File: config.mk
export PLATFORM = sky130hd
export DESIGN_NAME = ddr_local_req_bridge_flat
export DESIGN_NICKNAME = d
export VERILOG_FILES = /design/src/rtl/ddr_local_req_bridge_pkg.sv /design/src/rtl/ddr_local_req_bridge_if.sv /design/src/rtl/ddr_local_req_bridge_rd_fifo.sv /design/src/rtl/ddr_local_req_bridge.sv /design/src/flat_wrapper.sv
export SDC_FILE = /design/constraint.sdc
export NUM_CORES = 1
export LEC_CHECK = 0
export CAP_MARGIN = 20
export CORE_UTILIZATION = 60
export CTS_CLUSTER_SIZE = 24
export DETAILED_ROUTE_END_ITERATION = 10
export DONT_BUFFER_PORTS = 1
export MAX_ROUTING_LAYER = met4
export PLACE_DENSITY_LB_ADDON = 0.08
export SYNTH_ARGS = -nofsm -noshare
export SYNTH_HDL_FRONTEND = slang
export SYNTH_SLANG_ARGS = --single-unit
File: constraint.sdc
create_clock -name phy_clk -period 28.2 [get_ports phy_clk]
set_input_delay 7.05 -clock phy_clk [delete_from_list [all_inputs] [get_ports phy_clk]]
set_output_delay 7.05 -clock phy_clk [all_outputs]
set_load 0.02 [all_outputs]
File: src/rtl/ddr_local_req_bridge_pkg.sv
// Shared constants and FSM encoding for the DDR local-interface request bridge.
package ddr_local_pkg;

    localparam int DEF_ADDR_W   = 26;
    localparam int DEF_DATA_W   = 128;
    localparam int DEF_BE_W     = 16;
    localparam int DEF_RD_DEPTH = 8;

    localparam logic [2:0] LOCAL_SIZE_ONE = 3'd1;

    typedef enum logic [1:0] {
        WAIT_INIT = 2'd0,
        IDLE      = 2'd1,
        ISSUE     = 2'd2
    } fsm_e;

endpackage

File: src/rtl/ddr_local_req_bridge_if.sv
// Upstream command/response channels of the bridge.
// Both channels are valid/ready: a beat transfers on the rising edge where valid and ready are both 1.
interface ddr_local_req_bridge_if #(
    parameter int ADDR_W = 26,
    parameter int DATA_W = 128,
    parameter int BE_W   = 16
);
    logic              cmd_valid;
    logic              cmd_ready;
    logic              cmd_write;
    logic [ADDR_W-1:0] cmd_addr;
    logic [DATA_W-1:0] cmd_wdata;
    logic [BE_W-1:0]   cmd_be;
    logic              rsp_valid;
    logic              rsp_ready;
    logic [DATA_W-1:0] rsp_rdata;

    modport master (
        output cmd_valid, cmd_write, cmd_addr, cmd_wdata, cmd_be, rsp_ready,
        input  cmd_ready, rsp_valid, rsp_rdata
    );

    modport slave (
        input  cmd_valid, cmd_write, cmd_addr, cmd_wdata, cmd_be, rsp_ready,
        output cmd_ready, rsp_valid, rsp_rdata
    );
endinterface

File: src/rtl/ddr_local_req_bridge_rd_fifo.sv
// Show-ahead synchronous FIFO (flop array) buffering read data returned by the controller.
module ddr_rd_fifo #(
    parameter int W     = 128,
    parameter int DEPTH = 8
) (
    input  logic         clk,
    input  logic         rst_n,
    input  logic         i_push,
    input  logic [W-1:0] i_wdata,
    input  logic         i_pop,
    output logic [W-1:0] o_rdata,
    output logic         o_empty
);
    localparam int AW = $clog2(DEPTH);

    logic [W-1:0] r_mem [DEPTH];
    logic [AW:0]  r_wptr;
    logic [AW:0]  r_rptr;
    logic         w_full;
    logic         w_push;
    logic         w_pop;

    assign o_empty = (r_wptr == r_rptr);
    assign w_full  = (r_wptr[AW] != r_rptr[AW]) && (r_wptr[AW-1:0] == r_rptr[AW-1:0]);
    // A full FIFO still accepts a push when the head is popped in the same cycle.
    assign w_push  = i_push && (!w_full || i_pop);
    assign w_pop   = i_pop && !o_empty;
    assign o_rdata = o_empty ? '0 : r_mem[r_rptr[AW-1:0]];

    always_ff @(posedge clk or negedge rst_n) begin
        if (!rst_n) begin
            r_wptr <= '0;
            r_rptr <= '0;
        end else begin
            if (w_push) r_wptr <= r_wptr + 1'b1;
            if (w_pop)  r_rptr <= r_rptr + 1'b1;
        end
    end

    always_ff @(posedge clk) begin
        if (w_push) r_mem[r_wptr[AW-1:0]] <= i_wdata;
    end
endmodule

File: src/rtl/ddr_local_req_bridge.sv
// Front-end turning single-beat commands into local_*_req strobes, with credit-protected read return.
// Optional build macro DDR_LOCAL_BRIDGE_PERF_EN adds saturating perf_rd/wr/stall counters.
module ddr_local_req_bridge
    import ddr_local_pkg::*;
#(
    parameter int ADDR_W   = DEF_ADDR_W,
    parameter int DATA_W   = DEF_DATA_W,
    parameter int BE_W     = DEF_BE_W,
    parameter int RD_DEPTH = DEF_RD_DEPTH
) (
    input  logic                      phy_clk,
    input  logic                      reset_phy_clk_n,
    ddr_local_req_bridge_if.slave     bus,
    output logic [ADDR_W-1:0]         local_address,
    output logic                      local_write_req,
    output logic                      local_read_req,
    output logic                      local_burstbegin,
    output logic [DATA_W-1:0]         local_wdata,
    output logic [BE_W-1:0]           local_be,
    output logic [2:0]                local_size,
    input  logic                      local_ready,
    input  logic [DATA_W-1:0]         local_rdata,
    input  logic                      local_rdata_valid,
    input  logic                      local_init_done,
    output logic [$clog2(RD_DEPTH):0] rd_outstanding,
    output logic [1:0]                dbg_state
`ifdef DDR_LOCAL_BRIDGE_PERF_EN
    ,
    output logic [31:0]               perf_rd_cnt,
    output logic [31:0]               perf_wr_cnt,
    output logic [31:0]               perf_stall_cnt
`endif
);
    localparam int CW = $clog2(RD_DEPTH) + 1;
    localparam logic [1:0] S_WAIT_INIT = WAIT_INIT;
    localparam logic [1:0] S_IDLE      = IDLE;
    localparam logic [1:0] S_ISSUE     = ISSUE;

    logic [1:0]        r_state;
    logic [1:0]        w_next;
    logic              r_wr_req;
    logic              r_rd_req;
    logic              r_bb;
    logic [ADDR_W-1:0] r_addr;
    logic [DATA_W-1:0] r_wdata;
    logic [BE_W-1:0]   r_be;
    logic [CW-1:0]     r_credits;
    logic              w_cmd_hs;
    logic              w_rd_hs;
    logic              w_rsp_hs;
    logic              w_accept;
    logic              w_fifo_empty;
    logic              w_push;

    assign bus.cmd_ready = (r_state == S_IDLE) && local_init_done &&
                           (bus.cmd_write || (r_credits != '0));
    assign w_cmd_hs = bus.cmd_valid && bus.cmd_ready;
    assign w_rd_hs  = w_cmd_hs && !bus.cmd_write;
    assign w_rsp_hs = bus.rsp_valid && bus.rsp_ready;
    assign w_accept = (r_wr_req || r_rd_req) && local_ready;

    assign local_address    = r_addr;
    assign local_write_req  = r_wr_req;
    assign local_read_req   = r_rd_req;
    assign local_burstbegin = r_bb;
    assign local_wdata      = r_wdata;
    assign local_be         = r_be;
    assign local_size       = LOCAL_SIZE_ONE;
    assign rd_outstanding   = CW'(RD_DEPTH) - r_credits;
    assign dbg_state        = r_state;

    // A held request always completes before falling back to WAIT_INIT.
    always_comb begin
        w_next = r_state;
        case (r_state)
            S_WAIT_INIT: if (local_init_done) w_next = S_IDLE;
            S_IDLE: begin
                if (!local_init_done) w_next = S_WAIT_INIT;
                else if (w_cmd_hs)    w_next = S_ISSUE;
            end
            S_ISSUE: if (local_ready) w_next = local_init_done ? S_IDLE : S_WAIT_INIT;
            default: w_next = S_WAIT_INIT;
        endcase
    end

    always_ff @(posedge phy_clk or negedge reset_phy_clk_n) begin
        if (!reset_phy_clk_n) begin
            r_state  <= S_WAIT_INIT;
            r_wr_req <= 1'b0;
            r_rd_req <= 1'b0;
            r_bb     <= 1'b0;
            r_addr   <= '0;
            r_wdata  <= '0;
            r_be     <= '0;
        end else begin
            r_state <= w_next;
            if (w_cmd_hs) begin
                r_wr_req <= bus.cmd_write;
                r_rd_req <= !bus.cmd_write;
                r_bb     <= 1'b1;
                r_addr   <= bus.cmd_addr;
                r_wdata  <= bus.cmd_wdata;
                r_be     <= bus.cmd_be;
            end else begin
                r_bb <= 1'b0;
                if (local_ready) begin
                    r_wr_req <= 1'b0;
                    r_rd_req <= 1'b0;
                end
            end
        end
    end

    // Credits are taken at command acceptance so the FIFO can absorb every unstallable return.
    always_ff @(posedge phy_clk or negedge reset_phy_clk_n) begin
        if (!reset_phy_clk_n) begin
            r_credits <= CW'(RD_DEPTH);
        end else begin
            case ({w_rd_hs, w_rsp_hs})
                2'b10:   r_credits <= r_credits - CW'(1);
                2'b01:   r_credits <= r_credits + CW'(1);
                default: r_credits <= r_credits;
            endcase
        end
    end

    assign w_push = local_rdata_valid && (r_credits != CW'(RD_DEPTH));

    ddr_rd_fifo #(
        .W     (DATA_W),
        .DEPTH (RD_DEPTH)
    ) u_rd_fifo (
        .clk     (phy_clk),
        .rst_n   (reset_phy_clk_n),
        .i_push  (w_push),
        .i_wdata (local_rdata),
        .i_pop   (w_rsp_hs),
        .o_rdata (bus.rsp_rdata),
        .o_empty (w_fifo_empty)
    );

    assign bus.rsp_valid = !w_fifo_empty;

    a_no_stray_rdata: assert property (@(posedge phy_clk) disable iff (!reset_phy_clk_n)
        !(local_rdata_valid && (r_credits == CW'(RD_DEPTH))));

`ifdef DDR_LOCAL_BRIDGE_PERF_EN
    always_ff @(posedge phy_clk or negedge reset_phy_clk_n) begin
        if (!reset_phy_clk_n) begin
            perf_rd_cnt    <= '0;
            perf_wr_cnt    <= '0;
            perf_stall_cnt <= '0;
        end else begin
            if (w_accept && r_rd_req && (perf_rd_cnt != '1)) perf_rd_cnt <= perf_rd_cnt + 32'd1;
            if (w_accept && r_wr_req && (perf_wr_cnt != '1)) perf_wr_cnt <= perf_wr_cnt + 32'd1;
            if ((r_state == S_ISSUE) && !local_ready && (perf_stall_cnt != '1))
                perf_stall_cnt <= perf_stall_cnt + 32'd1;
        end
    end
`endif
endmodule

File: src/flat_wrapper.sv
// flat-port wrapper written by rule: the top's interface ports become plain ports
module ddr_local_req_bridge_flat import ddr_local_pkg::*;
#(
    parameter int ADDR_W   = DEF_ADDR_W,
    parameter int DATA_W   = DEF_DATA_W,
    parameter int BE_W     = DEF_BE_W,
    parameter int RD_DEPTH = DEF_RD_DEPTH
)
  (phy_clk, reset_phy_clk_n, local_address, local_write_req, local_read_req, local_burstbegin, local_wdata, local_be, local_size, local_ready, local_rdata, local_rdata_valid, local_init_done, rd_outstanding, dbg_state, bus_cmd_valid, bus_cmd_write, bus_cmd_addr, bus_cmd_wdata, bus_cmd_be, bus_rsp_ready, bus_cmd_ready, bus_rsp_valid, bus_rsp_rdata);
  ddr_local_req_bridge_if #(.ADDR_W(ADDR_W), .DATA_W(DATA_W), .BE_W(BE_W)) bus_i ();
  input  logic phy_clk;
  input  logic reset_phy_clk_n;
  output logic [ADDR_W-1:0] local_address;
  output logic local_write_req;
  output logic local_read_req;
  output logic local_burstbegin;
  output logic [DATA_W-1:0] local_wdata;
  output logic [BE_W-1:0] local_be;
  output logic [2:0] local_size;
  input  logic local_ready;
  input  logic [DATA_W-1:0] local_rdata;
  input  logic local_rdata_valid;
  input  logic local_init_done;
  output logic [$clog2(RD_DEPTH):0] rd_outstanding;
  output logic [1:0] dbg_state;
  input wire logic [$bits(bus_i.cmd_valid)-1:0] bus_cmd_valid;
  input wire logic [$bits(bus_i.cmd_write)-1:0] bus_cmd_write;
  input wire logic [$bits(bus_i.cmd_addr)-1:0] bus_cmd_addr;
  input wire logic [$bits(bus_i.cmd_wdata)-1:0] bus_cmd_wdata;
  input wire logic [$bits(bus_i.cmd_be)-1:0] bus_cmd_be;
  input wire logic [$bits(bus_i.rsp_ready)-1:0] bus_rsp_ready;
  output wire logic [$bits(bus_i.cmd_ready)-1:0] bus_cmd_ready;
  output wire logic [$bits(bus_i.rsp_valid)-1:0] bus_rsp_valid;
  output wire logic [$bits(bus_i.rsp_rdata)-1:0] bus_rsp_rdata;
  assign bus_i.cmd_valid = bus_cmd_valid;
  assign bus_i.cmd_write = bus_cmd_write;
  assign bus_i.cmd_addr = bus_cmd_addr;
  assign bus_i.cmd_wdata = bus_cmd_wdata;
  assign bus_i.cmd_be = bus_cmd_be;
  assign bus_i.rsp_ready = bus_rsp_ready;
  assign bus_cmd_ready = bus_i.cmd_ready;
  assign bus_rsp_valid = bus_i.rsp_valid;
  assign bus_rsp_rdata = bus_i.rsp_rdata;
  ddr_local_req_bridge #(.ADDR_W(ADDR_W), .DATA_W(DATA_W), .BE_W(BE_W), .RD_DEPTH(RD_DEPTH)) u_core (.phy_clk(phy_clk), .reset_phy_clk_n(reset_phy_clk_n), .bus(bus_i), .local_address(local_address), .local_write_req(local_write_req), .local_read_req(local_read_req), .local_burstbegin(local_burstbegin), .local_wdata(local_wdata), .local_be(local_be), .local_size(local_size), .local_ready(local_ready), .local_rdata(local_rdata), .local_rdata_valid(local_rdata_valid), .local_init_done(local_init_done), .rd_outstanding(rd_outstanding), .dbg_state(dbg_state));
endmodule
==> results.md <==
Worst setup path:
- For flop-to-flop paths, the worst setup slack is between 20 and 25 ns.
- The critical register-to-register path startpoint is u_core.r_credits[0]$_DFFE_PN0P_.
- The arrival time reported for the critical path endpoint is roughly 7.7 ns.
- The required time of the critical path is between 20 and 25 ns.
- The end point of the critical path is bus_cmd_ready.
- Counting both buffers and inverters, the worst setup path holds a total of 0.
- The family with the most delay on the worst path is simple AND/OR/NAND/NOR gates.
- The startpoint type of the worst setup path is an input pin.
- The slowest stage cell on the critical path is sky130_fd_sc_hd__nor4b_2.
- The critical path is of the in -> out type.
- The endpoint type of the worst setup path is an output port.
- The critical path goes through nor4b_2, nor4b_2.
- The endpoint identified for the worst register-to-register timing path is u_core.r_credits[3]$_DFFE_PN1P_.
- For this run, the slowest stage of the critical path takes roughly 0.57 ns.
- The cell depth of the worst flop-to-flop path is 12.
- Counting stages on the worst path, the most repeated cell is sky130_fd_sc_hd__nor4b_2.
- In this run the number of cells on the critical path is 2.
- Of all nets on the critical path, the largest fanout is 4.
- The critical path starts at bus_cmd_write.

Logic synthesis:
- The cell area after synthesis is about 47000 sq um.
- In this run, synthesis inferred about 1000 flip-flops with an integrated enable.
- Counting every instance in the synthesized netlist gives 2092.
- For this run, the number of Yosys warnings is 0.
- Counting flops and latches in the post-synthesis netlist gives ~1200.
- The post-synthesis cell type count is 44.
- The fraction of registers with async set or reset after synthesis is between 10% and 20%.
- The most used flip-flop cell after synthesis is sky130_fd_sc_hd__edfxtp_1.
- The sequential share of the synthesized area is between 70% and 80%.
- In this run the mean area of a mapped cell was around 22 sq um.

Clocking:
- The hold buffer count at cts is 0.
- The clock root buffer is sky130_fd_sc_hd__clkbuf_16.
- Clock-pin slew was measured on the worst setup and hold paths at roughly 0.060 ns.
- The clock insertion delay at the later pin of the skew report is between 0.6 and 0.7 ns.
- Once the clock tree was built, the setup fixing pass inserted 0 buffers.
- The number of buffers created by CTS is about 120.
- Clock tree synthesis found a total of about 1200 sinks.
- The largest buffer count on any clock path is 3.
- TritonCTS built the clock tree.
- The maximum level of the CTS H-tree is 3.
- The count of cells resized by post-cts repair is 0.

Finish:
- At the end of the flow the core is filled with cells to just under 70%.
- The number of nets in the layout is about 2500.
- Relative to the synthesized area, the layout overhead comes to 10.0%.
- Once layout is done, the placed cells without fillers occupy 51400 sq um.
- The most frequent standard cell in the layout excluding fill and tap cells is sky130_fd_sc_hd__edfxtp_1.
- In the layout the commonest cells are sky130_fd_sc_hd__edfxtp_1 (1024), sky130_fd_sc_hd__mux4_2 (256), sky130_fd_sc_hd__dfrtp_1 (183).
- After filler insertion, the fill cell instance count of the layout stands at about 5000.
- In the final layout, the share of cells above drive strength 1 is roughly 29%.

Global route:
- The maximum number of pins on one net before global-route repair is around 190.
- The number of global-route vias before repair is 21300.
- The total track usage is 27.1%.
- After global routing the overflow that remains totals 0.
- The first global-routing pass estimated roughly 150 mm of wire.
- The number of antenna violations at the first check in global routing is 9.

Timing:
- Between clock sinks in the finished design, the worst skew comes to approximately 0.023 ns.
- The count of endpoints failing hold in the final timing report came to 0.
- The time the worst path needs with I/O delays and setup is 14.70 ns.
- Dividing the final minimum period by the clock period gives roughly 52%.
- The number of pins with negative max-slew slack in the final report was 0.
- Setup violations remaining at the end of the flow were counted as 0.
- Once routing completed, OpenROAD measured the worst setup slack at around 13 ns.
- Timing would allow up to ~0.068 GHz.
- Setup repair after global routing left no endpoint under its margin.
- The pin slew with the least headroom to its limit is ~1.1 ns.
- The worst pin sits at a relative slew slack of 27.5%.
- The tightest hold margin is roughly 0.55 ns.
- After routing, the total negative slack on setup checks comes to 0 ns.

Die:
- The floorplan step defined a die boundary enclosing around 79000 sq um.
- The effective utilization at floorplan is 61.1%.
- The vertical die dimension is 281 um.
- The floorplan step set the die width to roughly 280 um.
- For this design the top-level I/O count stands at a little over 600.
- The floorplan step defined a core boundary enclosing between 70000 and 80000 sq um.
- The total number of placement rows is 101.

Routing:
- The first detailed-routing pass ran for 4 iterations.
- The detail-routed via count per cell is roughly 6.2.
- The number of remaining DRC errors is 0.
- Summing over every cut layer, the via total after detailed routing is ~20000.
- The final layout contains routed wiring with a total length of 104 mm.
- The first routing iteration left 1327 violations.
- The wire length per cell after detailed routing is 31.8 um.
- The number of nets still failing antenna checks after routing is 0.

Place:
- Once placement finished, the instance area stood at approximately 48000 sq um.
- Prior to clock tree synthesis, the placed netlist has a worst setup slack of roughly 14 ns.
- The HPWL after detailed placement is between 60 and 70 mm.
- In this run the tool buffered the top-level ports with 0 buffer cells.
- The global placement routability congestion is roughly 1.

Pwr:
- For this design the ratio of total power to cell area is 113 nW/um^2.
- The standby leakage power is approximately 0.018 uW.
- Across the VDD grid, the largest voltage drop is roughly 0.074 mV.

Worst hold path:
- The classification of the worst-slack hold path is reg -> reg.

Outcome:
- The flow ran to the end, and the final reports show no timing, DRC or antenna violations.

Run:
- The tool flagged a number of max-cap violations equal to 0.
==> routing by layer <==
metal | global-route usage, % | up-vias | routed length (um)
met5 | - | - | 0
met4 | 9.07 | 0 | 3080
met3 | 7.55 | 181 | 8330
met2 | 45.0 | 695 | 54500
met1 | 32.1 | 11000 | 38200
li1 | - | 8588 | -
==> sequential cells by signal, summed over array words and instances (netlist names) <==
| name | flops |
|---|---|
| u_core.local_burstbegin | 1 |
| u_core.r_credits | 4 |
| u_core.local_write_req | 1 |
| u_core.u_rd_fifo.r_wptr | 4 |
| u_core.local_be | 16 |
| u_core.local_wdata | 128 |
| u_core.u_rd_fifo.r_rptr | 4 |
| u_core.dbg_state | 2 |
| u_core.local_read_req | 1 |
| u_core.u_rd_fifo.r_mem | 1024 |
| u_core.local_address | 26 |
==> synth_stat cells, types with 10 or more instances <==
library cell | count | area [sq um]
sky130_fd_sc_hd__buf_1 | 11 | 41.3
sky130_fd_sc_hd__buf_2 | 39 | 195
sky130_fd_sc_hd__buf_8 | 16 | 240
sky130_fd_sc_hd__clkbuf_1 | 42 | 158
sky130_fd_sc_hd__dfrtp_1 | 186 | 4650
sky130_fd_sc_hd__edfxtp_1 | 1024 | 30700
sky130_fd_sc_hd__mux2_2 | 24 | 270
sky130_fd_sc_hd__mux2_4 | 150 | 2250
sky130_fd_sc_hd__mux2i_1 | 130 | 1300
sky130_fd_sc_hd__mux4_2 | 256 | 5770
sky130_fd_sc_hd__nor2_1 | 130 | 488
sky130_fd_sc_hd__xnor2_1 | 10 | 87.6
==> final cells by class <==
class	instances	area, sq um	area share (%)
flip-flops and latches	1211	35400	68.9
diodes	9	22.5	0.0438
repair buffers	38	310	0.603
multi-input cells	759	10700	20.7
well taps	1030	1290	2.51
clock inverters	61	464	0.903
inverters	8	30.0	0.0584
clock buffers	162	3210	6.24
==> where the power goes <==
part	internal [uW]	switching, uW
registers	2300	322
logic	666	1070
clock network	841	642
total	3800	2030
==> worst min path at each step <==
stage	start	depth (start not counted)	to
after floorplan	u_core.u_rd_fifo.r_rptr[3]$_DFFE_PN0P_	1	u_core.u_rd_fifo.r_rptr[3]$_DFFE_PN0P_
after global placement	u_core.u_rd_fifo.r_rptr[3]$_DFFE_PN0P_	1	u_core.u_rd_fifo.r_rptr[3]$_DFFE_PN0P_
after detailed placement	u_core.u_rd_fifo.r_rptr[3]$_DFFE_PN0P_	1	u_core.u_rd_fifo.r_rptr[3]$_DFFE_PN0P_
after CTS	u_core.u_rd_fifo.r_rptr[3]$_DFFE_PN0P_	1	u_core.u_rd_fifo.r_rptr[3]$_DFFE_PN0P_
after global routing	u_core.u_rd_fifo.r_rptr[3]$_DFFE_PN0P_	1	u_core.u_rd_fifo.r_rptr[3]$_DFFE_PN0P_
final	u_core.u_rd_fifo.r_rptr[3]$_DFFE_PN0P_	1	u_core.u_rd_fifo.r_rptr[3]$_DFFE_PN0P_
==> metrics by stage <==
stage / std cells / power, uW
finish: 3278 / 5830
global route: 3278 / 6060
CTS: 3269 / 5910
detailed placement: 3046 / 4420
global placement: 3046 / 4390
floorplan: 2093 / 3980
==> cell families after synthesis <==
group	after synthesis	share of synthesized area [%]
xor+xnor	13	0.244
fa+ha+maj	7	0.203
other cells	2	0.0161
flops	1211	75.8
mux	560	20.5
compound gates	14	0.209
buf+inv	123	1.55
simple gates	162	1.47
No activity file was read; power rests on OpenSTA's default activity.
